`config.mk`:
```
export PLATFORM = sky130hd
export DESIGN_NAME = usart_rx_fifo
export DESIGN_NICKNAME = d
export VERILOG_FILES = /design/src/rtl/usart_rx_fifo_pkg.sv /design/src/rtl/usart_fifo_mem.sv /design/src/rtl/usart_rx_fifo.sv
export SDC_FILE = /design/constraint.sdc
export NUM_CORES = 1
export LEC_CHECK = 0
export BUFFER_PORTS_ARGS = -buffer_cell sky130_fd_sc_hd__buf_2
export CORE_UTILIZATION = 55
export CTS_CLUSTER_DIAMETER = 80
export CTS_CLUSTER_SIZE = 8
export DETAILED_ROUTE_END_ITERATION = 7
export GPL_TIMING_DRIVEN = 0
export PLACE_DENSITY = 0.75
export SYNTH_ARGS = -nofsm -noshare
export SYNTH_HDL_FRONTEND = slang
export SYNTH_SLANG_ARGS = --single-unit
export TNS_END_PERCENT = 100
```
`constraint.sdc`:
```
create_clock -name clk -period 5.2 [get_ports clk]
set_input_delay 0 -clock clk [delete_from_list [all_inputs] [get_ports clk]]
set_output_delay 0 -clock clk [all_outputs]
set_load 0.02 [all_outputs]
```
`src/rtl/usart_rx_fifo_pkg.sv`:
```
// usart_rx_fifo_pkg: shared widths and the ceil-log2 helper for the USART receive FIFO.
`default_nettype none

package usart_rx_fifo_pkg;

  localparam int USART_DATA_BIT   = 8;
  localparam int USART_FIFO_DEPTH = 16;

  function automatic int clog2(input int value);
    int r;
    r = 0;
    while ((1 << r) < value) r++;
    return r;
  endfunction

endpackage

`default_nettype wire

```
`src/rtl/usart_fifo_mem.sv`:
```
// usart_fifo_mem: DEPTH x DATA_BIT storage, synchronous write, asynchronous read.
`default_nettype none

module usart_fifo_mem
  import usart_rx_fifo_pkg::*;
#(
  parameter int DATA_BIT = USART_DATA_BIT,
  parameter int DEPTH    = USART_FIFO_DEPTH,
  parameter int ADDR_W   = clog2(USART_FIFO_DEPTH)
) (
  input  logic                clk,
  input  logic                wr_en_i,
  input  logic [ADDR_W-1:0]   wr_addr_i,
  input  logic [DATA_BIT-1:0] wr_data_i,
  input  logic [ADDR_W-1:0]   rd_addr_i,
  output logic [DATA_BIT-1:0] rd_data_o
);

  logic [DATA_BIT-1:0] mem_q [DEPTH];

  always_ff @(posedge clk) begin
    if (wr_en_i) mem_q[wr_addr_i] <= wr_data_i;
  end

  assign rd_data_o = mem_q[rd_addr_i];

endmodule

`default_nettype wire

```
`src/rtl/usart_rx_fifo.sv`:
```
// usart_rx_fifo: toggle-strobe byte capture into a FWFT FIFO with sticky overflow.
`default_nettype none

module usart_rx_fifo
  import usart_rx_fifo_pkg::*;
#(
  parameter  int DATA_BIT = USART_DATA_BIT,
  parameter  int DEPTH    = USART_FIFO_DEPTH,
  localparam int ADDR_W   = clog2(DEPTH)
) (
  input  logic                clk,
  input  logic                reset_n,
  input  logic [DATA_BIT-1:0] rx_data,
  input  logic                rx_toggle,
  output logic [DATA_BIT-1:0] m_data,
  output logic                m_valid,
  input  logic                m_ready,
  output logic [ADDR_W:0]     count,
  output logic                full,
  output logic                overflow,
  input  logic                clr_overflow
);

  logic                prev_toggle_q;
  logic                armed_q;
  logic                evt_q;
  logic [DATA_BIT-1:0] byte_q;
  logic [ADDR_W:0]     wr_ptr_q, wr_ptr_d;
  logic [ADDR_W:0]     rd_ptr_q, rd_ptr_d;
  logic                overflow_q, overflow_d;

  logic                empty;
  logic                rd_evt;
  logic                wr_en;
  logic                ovf_set;
  logic [DATA_BIT-1:0] mem_rdata;

  assign empty   = (wr_ptr_q == rd_ptr_q);
  assign full    = (wr_ptr_q[ADDR_W-1:0] == rd_ptr_q[ADDR_W-1:0]) &&
                   (wr_ptr_q[ADDR_W] != rd_ptr_q[ADDR_W]);
  assign rd_evt  = !empty && m_ready;
  // A read on the same edge frees the slot, so a full FIFO can still accept.
  assign wr_en   = evt_q && (!full || rd_evt);
  assign ovf_set = evt_q && full && !rd_evt;

  always_comb begin
    wr_ptr_d   = wr_ptr_q;
    rd_ptr_d   = rd_ptr_q;
    overflow_d = overflow_q;
    if (wr_en)  wr_ptr_d = wr_ptr_q + 1'b1;
    if (rd_evt) rd_ptr_d = rd_ptr_q + 1'b1;
    if (ovf_set)           overflow_d = 1'b1;
    else if (clr_overflow) overflow_d = 1'b0;
  end

  // Edge detect is registered together with its byte; the write lands one edge later.
  always_ff @(posedge clk or negedge reset_n) begin
    if (!reset_n) begin
      prev_toggle_q <= 1'b0;
      armed_q       <= 1'b0;
      evt_q         <= 1'b0;
      byte_q        <= '0;
      wr_ptr_q      <= '0;
      rd_ptr_q      <= '0;
      overflow_q    <= 1'b0;
    end else begin
      prev_toggle_q <= rx_toggle;
      armed_q       <= 1'b1;
      evt_q         <= armed_q && (rx_toggle ^ prev_toggle_q);
      byte_q        <= rx_data;
      wr_ptr_q      <= wr_ptr_d;
      rd_ptr_q      <= rd_ptr_d;
      overflow_q    <= overflow_d;
    end
  end

  usart_fifo_mem #(
    .DATA_BIT (DATA_BIT),
    .DEPTH    (DEPTH),
    .ADDR_W   (ADDR_W)
  ) u_mem (
    .clk       (clk),
    .wr_en_i   (wr_en),
    .wr_addr_i (wr_ptr_q[ADDR_W-1:0]),
    .wr_data_i (byte_q),
    .rd_addr_i (rd_ptr_q[ADDR_W-1:0]),
    .rd_data_o (mem_rdata)
  );

  assign m_data   = empty ? '0 : mem_rdata;
  assign m_valid  = !empty;
  assign count    = wr_ptr_q - rd_ptr_q;
  assign overflow = overflow_q;

endmodule

`default_nettype wire

```
After elaboration in Yosys (flattened, before gate mapping)
Memories as Yosys holds them, arrays and structs flattened.
Index checks and enable logic that the tools add are counted.

operators by class
  add/subtract/negate cells = 3
  equality and inequality tests = 3
  multiplexer cells = 5
  bitwise logic cells = 1
  reductions and logical operators = 11

operators with widths
  kind                                                           number
  5-bit by 1-bit adder with 5-bit output, second input constant  2
  8-bit two-way mux                                              1
  1-bit logical AND                                              6
  5-bit equality test                                            1
  5-bit subtractor                                               1
  4-bit equality test                                            1
  1-bit two-way mux                                              4
  1-bit zero test                                                3
  2-bit nonzero test                                             1
  1-bit logical OR                                               1
  1-bit inequality test                                          1
  1-bit bitwise XOR                                              1

storage, ports and cells
  flip-flop bits (word level) = 22
  memory bits (writable) = 128
  input bits = 13
  output and inout port bits = 16
  word-level logic and storage cells = 31
  memories kept = 1

memory list
  memory       depth  width  read ports  clocked after Yosys merged registers in  write ports  line                  source
  u_mem.mem_q  16     8      1           0                                        1            usart_fifo_mem.sv:19  logic [DATA_BIT-1:0] mem_q [DEPTH];

Longest topological paths before layout
Gate-level depths: netlist of run 1.

  depth after elaboration = 7
  mapped depth = 9
  mapped depth without buffers = 7

By module
Synthesis of run 1 repeated with hierarchy kept, for this count alone.

second synthesis, totals
  cells, all modules = 308
  area total of the unflattened synthesis = 6052.1 um^2

by module, submodules not included
  module          instances  cells an instance  area each (um^2)  seq. area each (um^2)
  usart_fifo_mem  1          221                4987.3            3843.7
  usart_rx_fifo   1          87                 1064.8            550.5

Worst setup path after synthesis of run 1
No wires, ideal clock.

  path type = register to register
  start point = register rd_ptr_q[3]
  end point = memory u_mem.mem_q[3][0] in the netlist's numbering (enable)
  data arrival time = 2.392 ns
  setup slack = 2.424 ns
  stages on the path, launching flop included = 10
  cells stage by stage = dfrtp_1 > clkbuf_1 > clkbuf_1 > inv_1 > ha_1 > nand4_1 > o31a_1 > buf_2 > nand2_1 > nor3_1

on the way
  cells in the longest elaborated chain, start to end = 7
  elaborated cells between the ends (all ways) = 10
  those cells by class = eq/ne (2); mux (2); reduce/logical (6)

RTL lines
  what                                                               line                                      source
  start, declared                                                    usart_rx_fifo.sv:29                       logic [ADDR_W:0] rd_ptr_q, rd_ptr_d;
  start signal, assigned                                             usart_rx_fifo.sv:72                       rd_ptr_q <= rd_ptr_d;
  5-bit equality test / 4-bit equality test (equally long branches)  usart_rx_fifo.sv:38, usart_rx_fifo.sv:39
  1-bit zero test / 1-bit logical AND (equally long branches)        usart_rx_fifo.sv:41, usart_rx_fifo.sv:39
  1-bit logical AND / 1-bit zero test (equally long branches)        usart_rx_fifo.sv:41, usart_rx_fifo.sv:43
  1-bit logical OR (*)                                               usart_rx_fifo.sv:43                       assign wr_en = evt_q && (!full || rd_evt);
  1-bit logical AND (*)                                              usart_rx_fifo.sv:43
  1-bit two-way mux (*)                                              usart_fifo_mem.sv:22                      if (wr_en_i) mem_q[wr_addr_i] <= wr_data_i;
  1-bit two-way mux (implied by the code) (*)                        usart_fifo_mem.sv:22
  end, declared                                                      usart_fifo_mem.sv:19

Mark *: on every way between the ends. The rest lies on a longest branch, timed or not.

Worst setup path in the final report of run 1
  start point = register rd_ptr_q[3]
  end point = memory u_mem.mem_q[1][7] in the netlist's numbering (enable)

The elaborated chain is that of the path after synthesis.

==> results of run 1 <==
layer usage:
| metal | share of wire | vias up |
|---|---|---|
| met5 | 0 | - |
| met4 | 0.012 | 0 |
| met3 | 0.066 | 14 |
| met2 | 0.48 | 95 |
| met1 | 0.44 | 1512 |
| li1 | - | 1345 |
through the flow:
stage,std cells,hold slack [ns],utilization,instance area [µm²],power [W]
after floorplan,306,-0.296,-,6040,0.00251
after global placement,470,0.0000185,0.604,6350,0.00288
after detailed placement,470,0.0105,0.604,6350,0.00291
after CTS,516,0.0883,0.674,7080,0.00410
after global routing,516,0.110,0.674,7080,0.00425
final,516,0.103,0.674,7080,0.00409
worst reg2reg max path, delay by kind of cell, from the launching register on:
kind                     cells  cell delay, ns
flip-flops                   1            0.33
buffers and inverters        4            1.07
AND/OR/NAND/NOR              3            1.32
adder cells (fa/ha/maj)      1            0.38
AO/OA/AOI/OAI                1            0.12
worst paths after layout:
path | startpoint | endpoint | slack, ns | cells past startpoint
max | rd_ptr_q[3]$_DFFE_PN0P_ | u_mem.mem_q[1][7]$_DFFE_PP_ | 1.60 | 9
min | rx_data[6] | byte_q[6]$_DFF_PN0_ | 0.10 | 2
max reg2reg | rd_ptr_q[3]$_DFFE_PN0P_ | u_mem.mem_q[1][7]$_DFFE_PP_ | 1.60 | 9
min reg2reg | armed_q$_DFF_PN0_ | evt_q$_DFF_PN0_ | 0.46 | 1
max in group asynchronous | reset_n | byte_q[4]$_DFF_PN0_ | 3.80 | 3
min in group asynchronous | reset_n | evt_q$_DFF_PN0_ | 0.75 | 3
synthesized netlist by cell type:
library cell and instances:
a21o_1 2, a21oi_1 10, and2_1 1, and3_1 2, and4_1 1, buf_12 1
buf_2 2, buf_4 1, buf_6 2, clkbuf_1 8, conb_1 1, dfrtp_1 22
edfxtp_1 128, fa_1 1, ha_1 9, inv_1 7, inv_2 2, mux2_2 9
mux2i_1 8, mux4_1 18, mux4_2 14, nand2_1 8, nand2b_1 2, nand3_1 3
nand3b_1 1, nand4_1 3, nor2_1 12, nor3_1 4, o21ai_0 6, o21ai_1 3
o21ai_2 1, o31a_1 1, xnor2_1 11, xor2_1 2
repair_timing:
action	in CTS	in global routing
endpoints found under the hold margin	38	0
hold buffers	14	0
setup endpoints to repair	0	0
area by class of cell:
class	instances	area [µm²]	area share
sequential	150	4390	0.620
buffer	14	90.1	0.0127
clock buffer	22	497	0.0701
multi-input combinational	133	1520	0.215
inverter	9	33.8	0.00477
clock inverter	10	92.6	0.0131
tap	136	170	0.0240
timing repair buffer	42	280	0.0396
cells by family after synthesis:
kind of cell | count (synthesis) | synth area share
adders and majority gates | 10 | 0.0220
and+or+nand+nor | 37 | 0.0292
buffers and inverters | 23 | 0.0205
muxes | 49 | 0.160
xor gates and xnor gates | 13 | 0.0188
other | 1 | 0.000621
DFF | 150 | 0.727
AOI/OAI and AO/OA | 23 | 0.0211
registers in the layout (all words and copies together) (netlist names):
signal,cells
wr_ptr_q,5
prev_toggle_q,1
u_mem.mem_q,128
armed_q,1
evt_q,1
overflow,1
byte_q,8
rd_ptr_q,5
power breakdown:
part           switching [W]  internal, W  total (W)
Combinational       0.000816     0.000613    0.00143
Sequential         0.0000655      0.00141    0.00147
Clock               0.000468     0.000718    0.00119
==> flow_metrics.py, run 1 <==
metrics = {
    "placed_design": {
        "io_buffers": 28,
        "place_ws_ns": 1.67,
        "place_hpwl_um": 7190,
        "routabilityCongestion": 0.785,
    },
    "layout": {
        "diodes": 0,
        "final_layout_size_suffix_gt1_frac": 0.237,
        "final_cell_mix": "128 x edfxtp_1, 30 x buf_2, 22 x dfrtp_1",
        "num-nets-final": 390,
        "syn_to_final_growth_pct": 17.2,
        "fill_cells": 652,
        "layout_commonest_cell": "edfxtp_1",
    },
    "global_route": {
        "antenna_found_initial": 0,
        "gr-usage-met2": 0.339,
        "grt_most_used_layer": "met2",
        "grt_pass1_wl_um": 17300,
        "gr-usage-all-layers": 0.223,
        "grt_overflow": 0,
        "grtUsageMet1": 0.319,
        "grt_use_met3": 0.0505,
        "grt_max_degree": 23,
        "grt_pass1_vias": 3005,
    },
    "synthesis": {
        "synthTopCellsByArea": "edfxtp_1 64%, dfrtp_1 9.1%, mux4_1 7.8%, mux4_2 5.2%, ha_1 1.9%",
        "synthesis.nets": 329,
        "synth_cell_types": 34,
        "yosysSeqAreaShare": 0.727,
        "yosys_warnings": 0,
        "synthesis.area_um2": 6040,
        "syn_avg_cell_area_um2": 19.7,
        "postSynthCellCount": 306,
        "synth-seq-cells": 150,
        "synth_top_area_cell": "edfxtp_1",
        "yosysTopAreaCellShare": 0.636,
    },
    "floorplan": {
        "die_x_um": 107,
        "fp.dieH_um": 107,
        "initial_core_util": 0.575,
        "num_rows": 37,
        "core_um2": 10500,
        "die-area_um2": 11400,
        "pin_count": 29,
    },
    "drt": {
        "drt_pre_antenna_iters": 7,
        "drt_iter0_markers": 223,
        "drc": 0,
        "vias": 2966,
        "wl_um": 11500,
        "routedWlPerCell_um": 22.2,
        "vias_per_cell": 5.75,
        "antenna_left": 0,
    },
    "clock_network": {
        "cts_resized": 0,
        "clock-sinks": 150,
        "clockBufferDepth": 2,
        "clk_latency_ns": 0.53,
        "cts-buffers-inserted": 17,
        "root_buffer": "clkbuf_8",
        "cts_setup_buffers": 0,
        "htreeDepth": 4,
        "cts_tree": "yes",
        "path_clk_slew_ns": 0.06,
    },
    "run_status": {
        "status": "finished, final reports clean",
    },
    "run": {
        "cap_violations": 0,
    },
    "sta": {
        "layout_setup_ws_ns": 1.60,
        "fin_skew_ns": 0.00503,
        "fmax_ghz": 0.277,
        "min_period_ns": 3.60,
        "finalCritPeriodShare": 0.693,
        "tns_ns": 0,
        "rsz0062_at_grt": "false",
        "slew_headroom": 0.132,
        "slew_violations": 0,
        "setup_viol_count_final": 0,
        "hold_viol": 0,
        "tightest_slew_ns": 1.29,
    },
    "critical_path": {
        "cpMostUsedCell": "clkbuf_1",
        "critical_path_class": "flop to flop",
        "cp.required_ns": 5.34,
        "path_delay_family": "simple AND/OR/NAND/NOR gates",
        "cpPeakStageDelay_ns": 1.01,
        "worstPathMaxFanout": 10,
        "startpoint_type": "flop",
        "crit_buf_inv": 4,
        "cp_slowest_cell": "nor3_1",
        "endpoint_kind": "flop",
        "cp.arrival_ns": 3.75,
        "crit_chain": "clkbuf_1 > clkbuf_1 > inv_1 > ha_1 > nand4_1 > o31a_1 > buf_2 > nand2_1 > nor3_1",
    },
    "pwr": {
        "total_leakage_power_nw": 2.52,
        "power_density_nw_per_um2": 577,
        "ir_drop_v": 0.000534,
    },
    "worst_hold_path": {
        "hold_class": "input port to flop",
    },
}
Note: power is estimated with default switching activity, not from simulation.
==> run 2: changes to the inputs <==
Clock period 5.2 ns to 3.7 ns, I/O delays scaled along.
==> run 2 against run 1 <==
Effect of this change: non-clock buffer count did not move; combinational power rose by 41%; cell area rose by 0.28%; final cell count did not move; sequential power rose by 41%; critical path depth rose by 1; core utilization rose by 0.19 points; setup slack got worse by 1.3 ns; via count fell by 0.10%; sequential cell count did not move; clock skew rose by 0.00054 ns; clock power rose by 40%; critical endpoint is now m_data[0].
==> flow_metrics.py, run 2 (same netlist as run 1, synthesis figures left out) <==
metrics = {
    "critical_path": {
        "crit_path_end": "m_data[0]",
        "worstPathMaxFanout": 10,
        "cp.required_ns": 3.70,
        "cp.arrival_ns": 3.39,
        "rr_endpoint": "u_mem.mem_q[12][6]$_DFFE_PP_",
        "endpoint_kind": "primary output",
        "startpoint_type": "flop",
        "critPathLaunch": "rd_ptr_q[3]$_DFFE_PN0P_",
        "critical_path_class": "flop to primary output",
        "reg2regPathDepth": 9,
        "rrSetupSlack_ns": 0.45,
        "regToRegStartpoint": "rd_ptr_q[3]$_DFFE_PN0P_",
    },
    "worst_hold_path": {
        "hold_class": "input port to flop",
        "min-delay-start": "rx_data[6]",
    },
    "global_route": {
        "grt_overflow": 0,
        "grt_max_degree": 23,
        "grt_pass1_vias": 3005,
        "grt_pass1_wl_um": 17300,
        "antenna_found_initial": 0,
        "gr-usage-all-layers": 0.223,
    },
    "layout": {
        "top_register": "u_mem.mem_q",
        "layout_commonest_cell": "edfxtp_1",
        "reg_top3": "u_mem.mem_q (128), byte_q (8)",
        "largest_reg_flops": 128,
        "diodes": 0,
        "syn_to_final_growth_pct": 17.5,
        "final_layout_size_suffix_gt1_frac": 0.247,
        "num-nets-final": 390,
        "final_cell_mix": "128 x edfxtp_1, 30 x buf_2, 22 x dfrtp_1",
    },
    "floorplan": {
        "core_um2": 10500,
        "die-area_um2": 11400,
        "num_rows": 37,
        "fp.dieH_um": 107,
        "initial_core_util": 0.575,
        "die_x_um": 107,
        "pin_count": 29,
    },
    "sta": {
        "slew_violations": 0,
        "layout_setup_ws_ns": 0.310,
        "slew_headroom": 0.296,
        "fin_skew_ns": 0.00558,
        "hold_viol": 0,
        "setup_viol_count_final": 0,
        "finalCritPeriodShare": 0.916,
        "min_period_ns": 3.39,
        "rsz0062_at_grt": "false",
        "tightest_slew_ns": 1.05,
        "fmax_ghz": 0.295,
        "tns_ns": 0,
    },
    "placed_design": {
        "io_buffers": 28,
        "place_hpwl_um": 7190,
        "routabilityCongestion": 0.785,
        "place_ws_ns": 0.169,
    },
    "clock_network": {
        "root_buffer": "clkbuf_8",
        "path_clk_slew_ns": 0.06,
        "cts-buffers-inserted": 17,
        "clockBufferDepth": 2,
        "cts_tree": "yes",
        "cts_setup_buffers": 0,
        "clock-sinks": 150,
        "clk_latency_ns": 0.53,
        "htreeDepth": 4,
    },
    "drt": {
        "drt_pre_antenna_iters": 4,
        "routedWlPerCell_um": 22.1,
        "vias": 2963,
        "drt_iter0_markers": 205,
        "drc": 0,
        "wl_um": 11400,
        "antenna_left": 0,
        "vias_per_cell": 5.74,
    },
    "pwr": {
        "total_leakage_power_nw": 2.53,
        "ir_drop_v": 0.000751,
        "power_density_nw_per_um2": 810,
    },
    "run_status": {
        "status": "finished, final reports clean",
    },
    "run": {
        "cap_violations": 0,
    },
}
## run 2: cell counts in the layout (fill, tap and decap cells not counted)
No cell type changed its count.
## run 2: report_power, final
group	internal (W)	switching, W	total (W)
clock	0.00101	0.000659	0.00167
sequential	0.00197	0.0000930	0.00207
combinational	0.000862	0.00115	0.00202
total	0.00385	0.00191	0.00575
## run 2: area by class of cell
class / count / area [µm²]
Buffer: 14 / 90.1
Clock buffer: 22 / 497
Clock inverter: 10 / 92.6
Fill cell: 647 / 3410
Inverter: 9 / 33.8
Multi-Input combinational cell: 133 / 1540
Sequential cell: 150 / 4390
Tap cell: 136 / 170
Timing Repair Buffer: 42 / 280
## run 2: stage by stage
step           area, µm²   util  hold WS, ns  total power (W)  instances
6_report            7100  0.676       0.0995          0.00575        516
5_1_grt             7100  0.676        0.110          0.00599        516
4_1_cts             7080  0.674       0.0883          0.00576        516
3_5_place_dp        6350  0.604       0.0105          0.00409        470
3_3_place_gp        6350  0.604    0.0000185          0.00405        470
2_1_floorplan       6040      -       -0.296          0.00352        306
## run 2: how the worst min path moves through the flow
stage / to / slack, ns / depth (start not counted)
6_report: byte_q[6]$_DFF_PN0_ / 0.1 / 2
3_5_place_dp: overflow$_DFFE_PN0P_ / 0.01 / 1
2_1_floorplan: armed_q$_DFF_PN0_ / -0.30 / 0
3_3_place_gp: prev_toggle_q$_DFF_PN0_ / 0.00002 / 1
4_1_cts: byte_q[6]$_DFF_PN0_ / 0.09 / 2
5_1_grt: byte_q[7]$_DFF_PN0_ / 0.11 / 2
## run 2: critical path, cell delays in order (launching register included)
cell and delay, ns:
dfrtp_1 0.33, clkbuf_1 0.30, clkbuf_1 0.45, inv_1 0.12
ha_1 0.38, and4_1 0.22, nand2_1 0.16, clkbuf_1 0.33
o21ai_0 0.17, a21oi_1 0.21, buf_2 0.20
## run 2: what timing repair did
item	4_1_cts	5_1_grt
hold buffers	14	0
hold endpoints to repair	38	0
endpoints found under the setup margin	0	32
gates resized for setup	0	4
## run 2: metal layers
layer	GRT usage	vias up	share of wire
met1	0.319	1507	0.45
met3	0.0505	15	0.059
met2	0.339	91	0.48
met5	0	-	0
met4	0.0881	0	0.014
li1	-	1350	-
